**src/rtl/branch_predict_unit_pkg.sv**
```systemverilog
// Shared types and helpers for the branch predictor: BTB entry layout,
// counter initial values and PC index/tag extraction.
package bpu_types_pkg;

    localparam int CTR_MAX_W = 4;
    localparam int TAG_MAX_W = 30;

    // MSB-aligned patterns; a CTR_W-bit counter takes the top CTR_W bits.
    localparam logic [CTR_MAX_W-1:0] CTR_WEAK_T  = 4'b1000;
    localparam logic [CTR_MAX_W-1:0] CTR_WEAK_NT = 4'b0111;

    typedef struct packed {
        logic                 valid;
        logic [TAG_MAX_W-1:0] tag;
        logic [31:0]          target;
    } btb_entry_t;

    function automatic logic [7:0] idx_of(input logic [31:0] pc, input int idx_w);
        logic [31:0] m;
        m = (pc >> 2) & ((32'd1 << idx_w) - 32'd1);
        return m[7:0];
    endfunction

    function automatic logic [TAG_MAX_W-1:0] tag_of(input logic [31:0] pc, input int idx_w);
        logic [31:0] t;
        t = pc >> (idx_w + 2);
        return t[TAG_MAX_W-1:0];
    endfunction

endpackage

```
**src/rtl/branch_predict_unit_if.sv**
```systemverilog
// Predictor bus: IF-stage lookup, MM-stage resolution/training, flush and statistics.
interface branch_predict_unit_if #(
    parameter int HIST_W = 4
);
    logic [31:0]       lk_pc;
    logic              pred_taken;
    logic [31:0]       pred_target;
    logic [HIST_W-1:0] pred_hist;
    logic              upd_en;
    logic [31:0]       upd_pc;
    logic              upd_taken;
    logic [31:0]       upd_target;
    logic              upd_mispred;
    logic [HIST_W-1:0] upd_hist;
    logic              flush_all;
    logic [31:0]       stat_lookups;
    logic [31:0]       stat_mispreds;

    modport slave (
        input  lk_pc, upd_en, upd_pc, upd_taken, upd_target, upd_mispred, upd_hist, flush_all,
        output pred_taken, pred_target, pred_hist, stat_lookups, stat_mispreds
    );

    modport master (
        output lk_pc, upd_en, upd_pc, upd_taken, upd_target, upd_mispred, upd_hist, flush_all,
        input  pred_taken, pred_target, pred_hist, stat_lookups, stat_mispreds
    );
endinterface

```
**src/rtl/branch_predict_unit_sat_counter.sv**
```systemverilog
// Saturating up/down counter with load; one per BTB entry.
module sat_counter #(
    parameter int               CTR_W = 2,
    parameter logic [CTR_W-1:0] INIT  = '0
) (
    input  logic             CLK,
    input  logic             nRST,
    input  logic             load_i,
    input  logic [CTR_W-1:0] load_val_i,
    input  logic             inc_i,
    input  logic             dec_i,
    output logic [CTR_W-1:0] cnt_o
);
    logic [CTR_W-1:0] cnt_q, cnt_d;

    always_comb begin
        cnt_d = cnt_q;
        if (load_i)
            cnt_d = load_val_i;
        else if (inc_i && (cnt_q != '1))
            cnt_d = cnt_q + 1'b1;
        else if (dec_i && (cnt_q != '0))
            cnt_d = cnt_q - 1'b1;
    end

    always_ff @(posedge CLK or negedge nRST) begin
        if (!nRST) cnt_q <= INIT;
        else       cnt_q <= cnt_d;
    end

    assign cnt_o = cnt_q;
endmodule

```
**src/rtl/branch_predict_unit.sv**
```systemverilog
// Direct-mapped BTB branch predictor with saturating counters and statistics.
// Optional gshare indexing is enabled by defining BPU_GHIST_EN.
module branch_predict_unit
    import bpu_types_pkg::*;
#(
    parameter int ENTRIES = 16,
    parameter int CTR_W   = 2,
    parameter int HIST_W  = 4
) (
    input logic                   CLK,
    input logic                   nRST,
    branch_predict_unit_if.slave  bus
);
    localparam int IDX_W = $clog2(ENTRIES);
    localparam logic [CTR_W-1:0] CTR_INIT_T  = CTR_WEAK_T[CTR_MAX_W-1 -: CTR_W];
    localparam logic [CTR_W-1:0] CTR_INIT_NT = CTR_WEAK_NT[CTR_MAX_W-1 -: CTR_W];

    typedef logic [IDX_W-1:0] idx_t;

    btb_entry_t           btb [ENTRIES];
    logic [CTR_W-1:0]     ctr [ENTRIES];
    idx_t                 lk_idx, up_idx;
    logic [TAG_MAX_W-1:0] lk_tag, up_tag;
    logic                 lk_hit, up_hit;
    logic [31:0]          stat_lookups_q, stat_mispreds_q;

`ifdef BPU_GHIST_EN
    logic [HIST_W-1:0] ghr_q, ghr_d;

    assign lk_idx        = idx_t'(idx_of(bus.lk_pc, IDX_W)) ^ idx_t'(ghr_q);
    assign up_idx        = idx_t'(idx_of(bus.upd_pc, IDX_W)) ^ idx_t'(bus.upd_hist);
    assign bus.pred_hist = ghr_q;
    // Rebuild history from the fetched snapshot so mispredicted speculation is repaired.
    assign ghr_d         = HIST_W'({bus.upd_hist, bus.upd_taken});

    always_ff @(posedge CLK or negedge nRST) begin
        if (!nRST)           ghr_q <= '0;
        else if (bus.upd_en) ghr_q <= ghr_d;
    end
`else
    logic unused_hist;

    assign lk_idx        = idx_t'(idx_of(bus.lk_pc, IDX_W));
    assign up_idx        = idx_t'(idx_of(bus.upd_pc, IDX_W));
    assign bus.pred_hist = '0;
    assign unused_hist   = ^bus.upd_hist;
`endif

    assign lk_tag = tag_of(bus.lk_pc, IDX_W);
    assign up_tag = tag_of(bus.upd_pc, IDX_W);
    assign lk_hit = btb[lk_idx].valid && (btb[lk_idx].tag == lk_tag);
    assign up_hit = btb[up_idx].valid && (btb[up_idx].tag == up_tag);

    // Lookup sees registered contents only, so a same-cycle update shows next cycle.
    assign bus.pred_taken  = lk_hit && ctr[lk_idx][CTR_W-1];
    assign bus.pred_target = lk_hit ? btb[lk_idx].target : 32'd0;

    for (genvar gi = 0; gi < ENTRIES; gi++) begin : g_entry
        btb_entry_t entry_q, entry_d;
        logic       sel, inc, dec, alloc;

        assign sel   = bus.upd_en && (up_idx == idx_t'(gi));
        assign inc   = sel && up_hit && bus.upd_taken;
        assign dec   = sel && up_hit && !bus.upd_taken;
        assign alloc = sel && !up_hit && bus.upd_taken && !bus.flush_all;

        always_comb begin
            entry_d = entry_q;
            if (alloc)
                entry_d = '{valid: 1'b1, tag: up_tag, target: bus.upd_target};
            else if (inc)
                entry_d.target = bus.upd_target;
            if (bus.flush_all)
                entry_d.valid = 1'b0;
        end

        always_ff @(posedge CLK or negedge nRST) begin
            if (!nRST) entry_q <= '0;
            else       entry_q <= entry_d;
        end

        sat_counter #(.CTR_W(CTR_W), .INIT(CTR_INIT_NT)) u_ctr (
            .CLK        (CLK),
            .nRST       (nRST),
            .load_i     (alloc),
            .load_val_i (CTR_INIT_T),
            .inc_i      (inc),
            .dec_i      (dec),
            .cnt_o      (ctr[gi])
        );

        assign btb[gi] = entry_q;
    end

    always_ff @(posedge CLK or negedge nRST) begin
        if (!nRST) begin
            stat_lookups_q  <= '0;
            stat_mispreds_q <= '0;
        end else if (bus.upd_en) begin
            stat_lookups_q <= stat_lookups_q + 32'd1;
            if (bus.upd_mispred)
                stat_mispreds_q <= stat_mispreds_q + 32'd1;
        end
    end

    assign bus.stat_lookups  = stat_lookups_q;
    assign bus.stat_mispreds = stat_mispreds_q;
endmodule

```
**src/flat_wrapper.sv**
```systemverilog
// flat-port wrapper written by rule: the top's interface ports become plain ports
module branch_predict_unit_flat import bpu_types_pkg::*;
#(
    parameter int ENTRIES = 16,
    parameter int CTR_W   = 2,
    parameter int HIST_W  = 4
)
  (CLK, nRST, bus_lk_pc, bus_upd_en, bus_upd_pc, bus_upd_taken, bus_upd_target, bus_upd_mispred, bus_upd_hist, bus_flush_all, bus_pred_taken, bus_pred_target, bus_pred_hist, bus_stat_lookups, bus_stat_mispreds);
  branch_predict_unit_if #(.HIST_W(HIST_W)) bus_i ();
  input logic CLK;
  input logic nRST;
  input wire logic [$bits(bus_i.lk_pc)-1:0] bus_lk_pc;
  input wire logic [$bits(bus_i.upd_en)-1:0] bus_upd_en;
  input wire logic [$bits(bus_i.upd_pc)-1:0] bus_upd_pc;
  input wire logic [$bits(bus_i.upd_taken)-1:0] bus_upd_taken;
  input wire logic [$bits(bus_i.upd_target)-1:0] bus_upd_target;
  input wire logic [$bits(bus_i.upd_mispred)-1:0] bus_upd_mispred;
  input wire logic [$bits(bus_i.upd_hist)-1:0] bus_upd_hist;
  input wire logic [$bits(bus_i.flush_all)-1:0] bus_flush_all;
  output wire logic [$bits(bus_i.pred_taken)-1:0] bus_pred_taken;
  output wire logic [$bits(bus_i.pred_target)-1:0] bus_pred_target;
  output wire logic [$bits(bus_i.pred_hist)-1:0] bus_pred_hist;
  output wire logic [$bits(bus_i.stat_lookups)-1:0] bus_stat_lookups;
  output wire logic [$bits(bus_i.stat_mispreds)-1:0] bus_stat_mispreds;
  assign bus_i.lk_pc = bus_lk_pc;
  assign bus_i.upd_en = bus_upd_en;
  assign bus_i.upd_pc = bus_upd_pc;
  assign bus_i.upd_taken = bus_upd_taken;
  assign bus_i.upd_target = bus_upd_target;
  assign bus_i.upd_mispred = bus_upd_mispred;
  assign bus_i.upd_hist = bus_upd_hist;
  assign bus_i.flush_all = bus_flush_all;
  assign bus_pred_taken = bus_i.pred_taken;
  assign bus_pred_target = bus_i.pred_target;
  assign bus_pred_hist = bus_i.pred_hist;
  assign bus_stat_lookups = bus_i.stat_lookups;
  assign bus_stat_mispreds = bus_i.stat_mispreds;
  branch_predict_unit #(.ENTRIES(ENTRIES), .CTR_W(CTR_W), .HIST_W(HIST_W)) u_core (.CLK(CLK), .nRST(nRST), .bus(bus_i));
endmodule
```
**config.mk**
```make
export PLATFORM = sky130hd
export DESIGN_NAME = branch_predict_unit_flat
export DESIGN_NICKNAME = d
export VERILOG_FILES = /design/src/rtl/branch_predict_unit_pkg.sv /design/src/rtl/branch_predict_unit_if.sv /design/src/rtl/branch_predict_unit_sat_counter.sv /design/src/rtl/branch_predict_unit.sv /design/src/flat_wrapper.sv
export SDC_FILE = /design/constraint.sdc
export NUM_CORES = 2
export LEC_CHECK = 0
export ABC_CLOCK_PERIOD_IN_PS = 6700
export BUFFER_PORTS_ARGS = -buffer_cell sky130_fd_sc_hd__buf_2
export CORE_MARGIN = 2
export CORE_UTILIZATION = 45
export DETAILED_ROUTE_END_ITERATION = 7
export GPL_TIMING_DRIVEN = 0
export HOLD_SLACK_MARGIN = 0.06
export SLEW_MARGIN = 5
export SYNTH_ARGS = -nofsm -noshare
export SYNTH_HDL_FRONTEND = slang
export SYNTH_SLANG_ARGS = --single-unit
```
**constraint.sdc**
```tcl
create_clock -name CLK -period 6.7 [get_ports CLK]
set_input_delay 2.01 -clock CLK [delete_from_list [all_inputs] [get_ports CLK]]
set_output_delay 2.01 -clock CLK [all_outputs]
set_load 0.01 [all_outputs]
```
* Word level (Yosys, flattened, before mapping)
Index checks and enable logic that the tools add are counted.
** Storage, ports and cells
- Register bits :: 1040
- Input bits :: 106
- Output and inout bits :: 101
- Word-level logic and storage cells :: 475
** Cells by class
- $add $sub $neg :: 34
- Magnitude comparators :: 2
- Eq/ne operators :: 33
- Multiplexer cells :: 122
- Bitwise logic cells :: 2
- Reductions and logical operators :: 216
** Operator list (number)
- 32-bit 2-to-1 mux :: 33
- 63-bit binary-select mux with 4-bit select :: 2
- 31-bit 2-to-1 mux :: 16
- 63-bit 2-to-1 mux :: 4
- 1-bit logical AND :: 147
- 2-bit 2-to-1 mux :: 50
- 2-bit nonzero test :: 48
- 32-bit by 1-bit adder with 32-bit output, second input constant :: 2
- 30-bit by 26-bit == test with 1-bit output :: 2
- 3-bit nonzero test :: 16
- 2-bit by 1-bit adder with 2-bit output, second input constant :: 16
- 4-bit == test, second input constant :: 8
- 2-bit inequality test, second input constant :: 16
- 2-bit by 1-bit subtractor with 2-bit output, second input constant :: 16
- 4-bit by 3-bit == test with 1-bit output, second input constant :: 4
- 1-bit 2-to-1 mux :: 16
- 5-bit greater-or-equal comparator, second input constant :: 2
- 4-bit inverter with 5-bit output :: 2
- 2-bit binary-select mux with 4-bit select :: 1
- 4-bit by 2-bit == test with 1-bit output, second input constant :: 2
- 4-bit by 1-bit == test with 1-bit output, second input constant :: 1
- 4-bit zero test :: 1
- 1-bit zero test :: 3
- 2-bit AND reduction :: 1

* Longest topological paths before layout
- Depth in word-level cells :: 12
- Gate-level depth with buffers :: 17
- Gate-level depth less buffers :: 9

* Cells and area by module
Synthesis repeated with hierarchy kept, for this count alone.
** Unflattened totals
- Cell total of the unflattened synthesis :: 3534
- Area, all modules :: 52743.1 µm²
** Modules (own cells, without submodules)
- branch_predict_unit :: times used 1, cells an instance 3342, area each 50841.3 µm², seq. area each 25224.2 µm²
- sat_counter :: times used 16, cells an instance 12, area each 118.9 µm², seq. area each 51.3 µm²

* Least setup slack after synthesis
OpenSTA, ideal clock, no wires.
- Path kind :: input -> output
- Start point :: in bus_lk_pc[2]
- End point :: out bus_pred_target[10]
- Arrival time :: 5.071 ns
- Data required time :: 4.690 ns
- Path slack :: -0.381 ns
- Stages on the path :: 10
- Path buffers :: 4
- Cells stage by stage :: clkbuf_1 -> buf_2 -> buf_1 -> mux4_2 -> mux4_2 -> xor2_1 -> nor4_1 -> nand4_1 -> clkbuf_1 -> nor2b_1
** On the way
- Longest elaborated chain between the ends :: 7
** RTL lines
- from (decl) :: RTL line flat_wrapper.sv:12 : input wire logic [$bits(bus_i.lk_pc)-1:0] bus_lk_pc;
- 4-bit inverter with 5-bit output (implied by the code) * :: RTL line branch_predict_unit.sv:51, branch_predict_unit.sv:56
- 63-bit binary-select mux with 4-bit select * :: RTL line branch_predict_unit.sv:51, branch_predict_unit.sv:56
- 63-bit 2-to-1 mux (implied by the code) * (2 in a row) :: RTL line branch_predict_unit.sv:56 : assign bus.pred_target = lk_hit ? btb[lk_idx].target : 32'd0;
- 30-bit by 26-bit == test with 1-bit output :: RTL line branch_predict_unit.sv:51 : assign lk_hit = btb[lk_idx].valid && (btb[lk_idx].tag == lk_tag);
- 1-bit logical AND :: RTL line branch_predict_unit.sv:51
- 32-bit 2-to-1 mux * :: RTL line branch_predict_unit.sv:56
- to (decl) :: RTL line flat_wrapper.sv:21 : output wire logic [$bits(bus_i.pred_target)-1:0] bus_pred_target;
Mark *: on every way between the ends. The rest lies on a longest branch, timed or not. The select of a mux whose other input is x is not followed.

* Worst setup path in the final report
- Start point :: in bus_lk_pc[2]
- End point :: out bus_pred_target[25]
Same word-level chain as after synthesis.

==> results.sh <==
export IMPL_status="finished, violations left"
export IMPL_violations="design-rule violations, negative setup slack"
export IMPL_area_growth_pct=15.1
export IMPL_power_mw=16.8
export IMPL_worstPathArrival_ps=5600
export IMPL_die_area_um2=118000
export IMPL_vias=37400
export IMPL_dieHeight_um=343
export IMPL_ys_ff_latch=1040
export IMPL_port_buffers=187
export IMPL_cts_sinks=1040
export IMPL_multi_input_area_um2=24200
export IMPL_final_layout_size_suffix_gt1_share_pct=39.5
export IMPL_die_w_um=343
export IMPL_clk_pin_slew_worst_paths_ps=50
export IMPL_synthFlopType="dfrtp_1"
export IMPL_r2r_start="u_core.btb[873]"
export IMPL_grt_use_total_pct=32.5
export IMPL_cpPeakStageDelay_ps=550
export IMPL_grt_overflow=0
export IMPL_vias_per_cell=6.84
export IMPL_insertion_delay_ps=750
export IMPL_r2r_setup_slack_ps=1850
export IMPL_place_area_um2=54900
export IMPL_cp_max_fo=6
export IMPL_detail_route_antenna_nets=0
export IMPL_met3_usage_pct=12.0
export IMPL_whs_endpoint="u_core.bus.stat_mispreds[31]"
export IMPL_ioPinCount=207
export IMPL_dp_hpwl_um=126000
export IMPL_power_leakage_nw=25.9
export IMPL_busiest_layer="met2"
export IMPL_fmax_mhz=131
export IMPL_synth_most_common_cell="dfrtp_1"
export IMPL_cap_violations=0
export IMPL_synth_area_top_cells="dfrtp_1 (49%), mux4_2 (16%), mux2_2 (11%)"
export IMPL_hold_depth=1
export IMPL_grt_pass1_wl_um=274000
export IMPL_slowest_stage="mux4_2"
export IMPL_synth_area_mux_share_pct=30.1
export IMPL_firstDrtPassIters=8
export IMPL_routabilityCongestion=1.00
export IMPL_final_max_slew_violation_count=0
export IMPL_grt_util_met1_pct=43.1
export IMPL_fillers=9639
export IMPL_grt_pass1_vias=37400
export IMPL_period_share_pct=114
export IMPL_synthAdderAreaFrac_pct=0.0676
export IMPL_synth_simple_area_share_pct=3.39
export IMPL_drt_iter0_drc=4613
export IMPL_reg2regPathDepth=10
export IMPL_synth_area_um2=51800
export IMPL_critPathCaptureType="output pin"
export IMPL_synth_top_cell_area_share_pct=49.4
export IMPL_r2r_end="u_core.btb[934]"
export IMPL_grt_max_degree=153
export IMPL_timing_hold_ws_ps=461
export IMPL_hold_violations=0
export IMPL_cts_buffer_depth=3
export IMPL_routedWlPerCell_um=35.1
export IMPL_routed_wl_um=192000
export IMPL_critical_path_class="primary input to output pin"
export IMPL_antenna_found_initial=15
export IMPL_root_buffer="clkbuf_16"
export IMPL_slew_headroom_pct=6.15
export IMPL_ir_worst_vdd_mv=0.218
export IMPL_setup_ws_ps=-905
export IMPL_cp_cell_sequence="clkbuf_16 -> buf_12 -> buf_16 -> mux4_2 -> mux4_2 -> xnor2_4 -> nand4_1 -> nor4_2 -> nand4_1 -> buf_6 -> buf_12 -> buf_8 -> clkbuf_16 -> nor2b_1 -> buf_2"
export IMPL_synth_top_family_by_area="multiplexers"
export IMPL_worst_pin_slew_ps=1410
export IMPL_min_delay_start="u_core.bus.stat_mispreds[31]"
export IMPL_htreeDepth=3
export IMPL_synth_compound_area_share_pct=10.5
export IMPL_cts_tree="done"
export IMPL_synth_edff_count=0
export IMPL_hold_class="flop to flop"
export IMPL_design_area_um2=59700
export IMPL_postSynthCellCount=3522
export IMPL_nets=3962
export IMPL_startpoint_type="primary input"
export IMPL_netlist_top_cells_count="dfrtp_1 (1024), mux2_2 (513), a32o_1 (390)"
export IMPL_finalSetupViolCount=269
export IMPL_rows=124
export IMPL_fp_coreArea_um2=114000
export IMPL_synth_seq_area_share_pct=50.3
export IMPL_seqCellArea_um2=26000
export IMPL_rsz0062_at_grt="yes"
export IMPL_cp_required_ps=4690
export IMPL_use_met2_pct=47.1
export IMPL_postSynthAreaPerCell_um2=14.7
export IMPL_finalClockSkew_ps=63.5
export IMPL_synth_area_leader_cell="dfrtp_1"
export IMPL_ys_warn_count=0
export IMPL_finalSetupTns_ps=-38780
export IMPL_numCtsBuffers=113
export IMPL_initial_utilization_pct=45.3
export IMPL_drcViolationCount=2
export IMPL_synth_distinct_cells=72
export IMPL_powerDensity_nw_per_um2=282
export IMPL_min_period_ps=7610
export IMPL_async_flop_share_pct=100
export IMPL_synth_xor_xnor_area_share_pct=2.08
## placed cells by master (no fill, tap or decap), drive strengths merged, types with 7 or more instances in the layout
master,n
nand4,18
a311oi,17
nor3,9
o21ai,46
a211oi,21
nor4,7
a221oi,7
xor2,44
nor2,88
a21oi,45
dfrtp,1024
a32o,390
clkinv,27
mux2,543
mux4,373
a22oi,26
bufinv,9
and2,7
buf,361
nand2,109
a2bb2oi,15
and3,16
nor2b,56
dfstp,16
mux2i,94
nand3,34
inv,28
clkbuf,379
xnor2,79
## worst max path at each step
| stage | start | to | slack [ps] |
|---|---|---|---|
| 6_report | bus_lk_pc[2] | bus_pred_target[25] | -910 |
| 5_1_grt | bus_lk_pc[2] | bus_pred_target[25] | -920 |
| 4_1_cts | bus_lk_pc[2] | bus_pred_target[25] | -930 |
| 3_5_place_dp | bus_lk_pc[4] | bus_pred_target[20] | -3290 |
| 3_3_place_gp | nRST | u_core.btb[486] | -19830 |
| 2_1_floorplan | bus_lk_pc[3] | bus_pred_target[10] | 3 |
## what timing repair did
action	in CTS	in global routing
gates resized for setup	145	60
endpoints found under the setup margin	106	282
gates cloned	1	1
buffers inserted	14	1
pin swaps	4	4
hold buffers	0	0
## metal layers
layer	part of all wire (%)	vias to the layer above
met5	0.081	-
met1	39	19800
met2	43	2327
met3	12	669
met4	6.0	24
li1	-	14600
## cells by family (layout without fill, tap and decap cells)
family          count (synthesis)  in the layout
flops                        1040           1040
mux                          1010           1010
compound gates                600            600
buf+inv                       384            807
simple gates                  361            361
xor+xnor                      123            123
fa+ha+maj                       3              3
other cells                     1             10
## state kept, by name, indices dropped and copies added (netlist names)
name,cells
u_core.btb,944
u_core.bus.stat_lookups,32
u_core.bus.stat_mispreds,32
u_core.g_entry.u_ctr.cnt_o,32
## stage by stage
step / std cells / setup WS, ps / utilization (%)
floorplan: 3525 / 2.59 / -
global route: 5462 / -921 / 52.2
global placement: 5224 / -19830 / 47.8
detailed placement: 5233 / -3290 / 48.1
CTS: 5457 / -935 / 52.0
finish: 5466 / -905 / 52.2
## critical path: cells and delay by family
kind	cells	cell delay (ps)
and+or+nand+nor	4	1190
buffers and inverters	8	1110
muxes	2	1060
xor gates and xnor gates	1	210
## layout make-up
cell class	instances	share of cell area (%)
timing repair buffer	214	2.46
clock inverter	41	0.876
antenna	6	0.0252
buffer	359	3.57
inverter	25	0.159
multi-input combinational	2101	40.5
tap	1512	3.17
clock buffer	168	5.59
sequential	1040	43.6
## power breakdown
part	switching [mW]	internal, mW
logic	1.20	1.43
clock network	2.76	3.79
registers	0.571	7.08
total	4.53	12.3
Note: power is estimated with default switching activity, not from simulation.
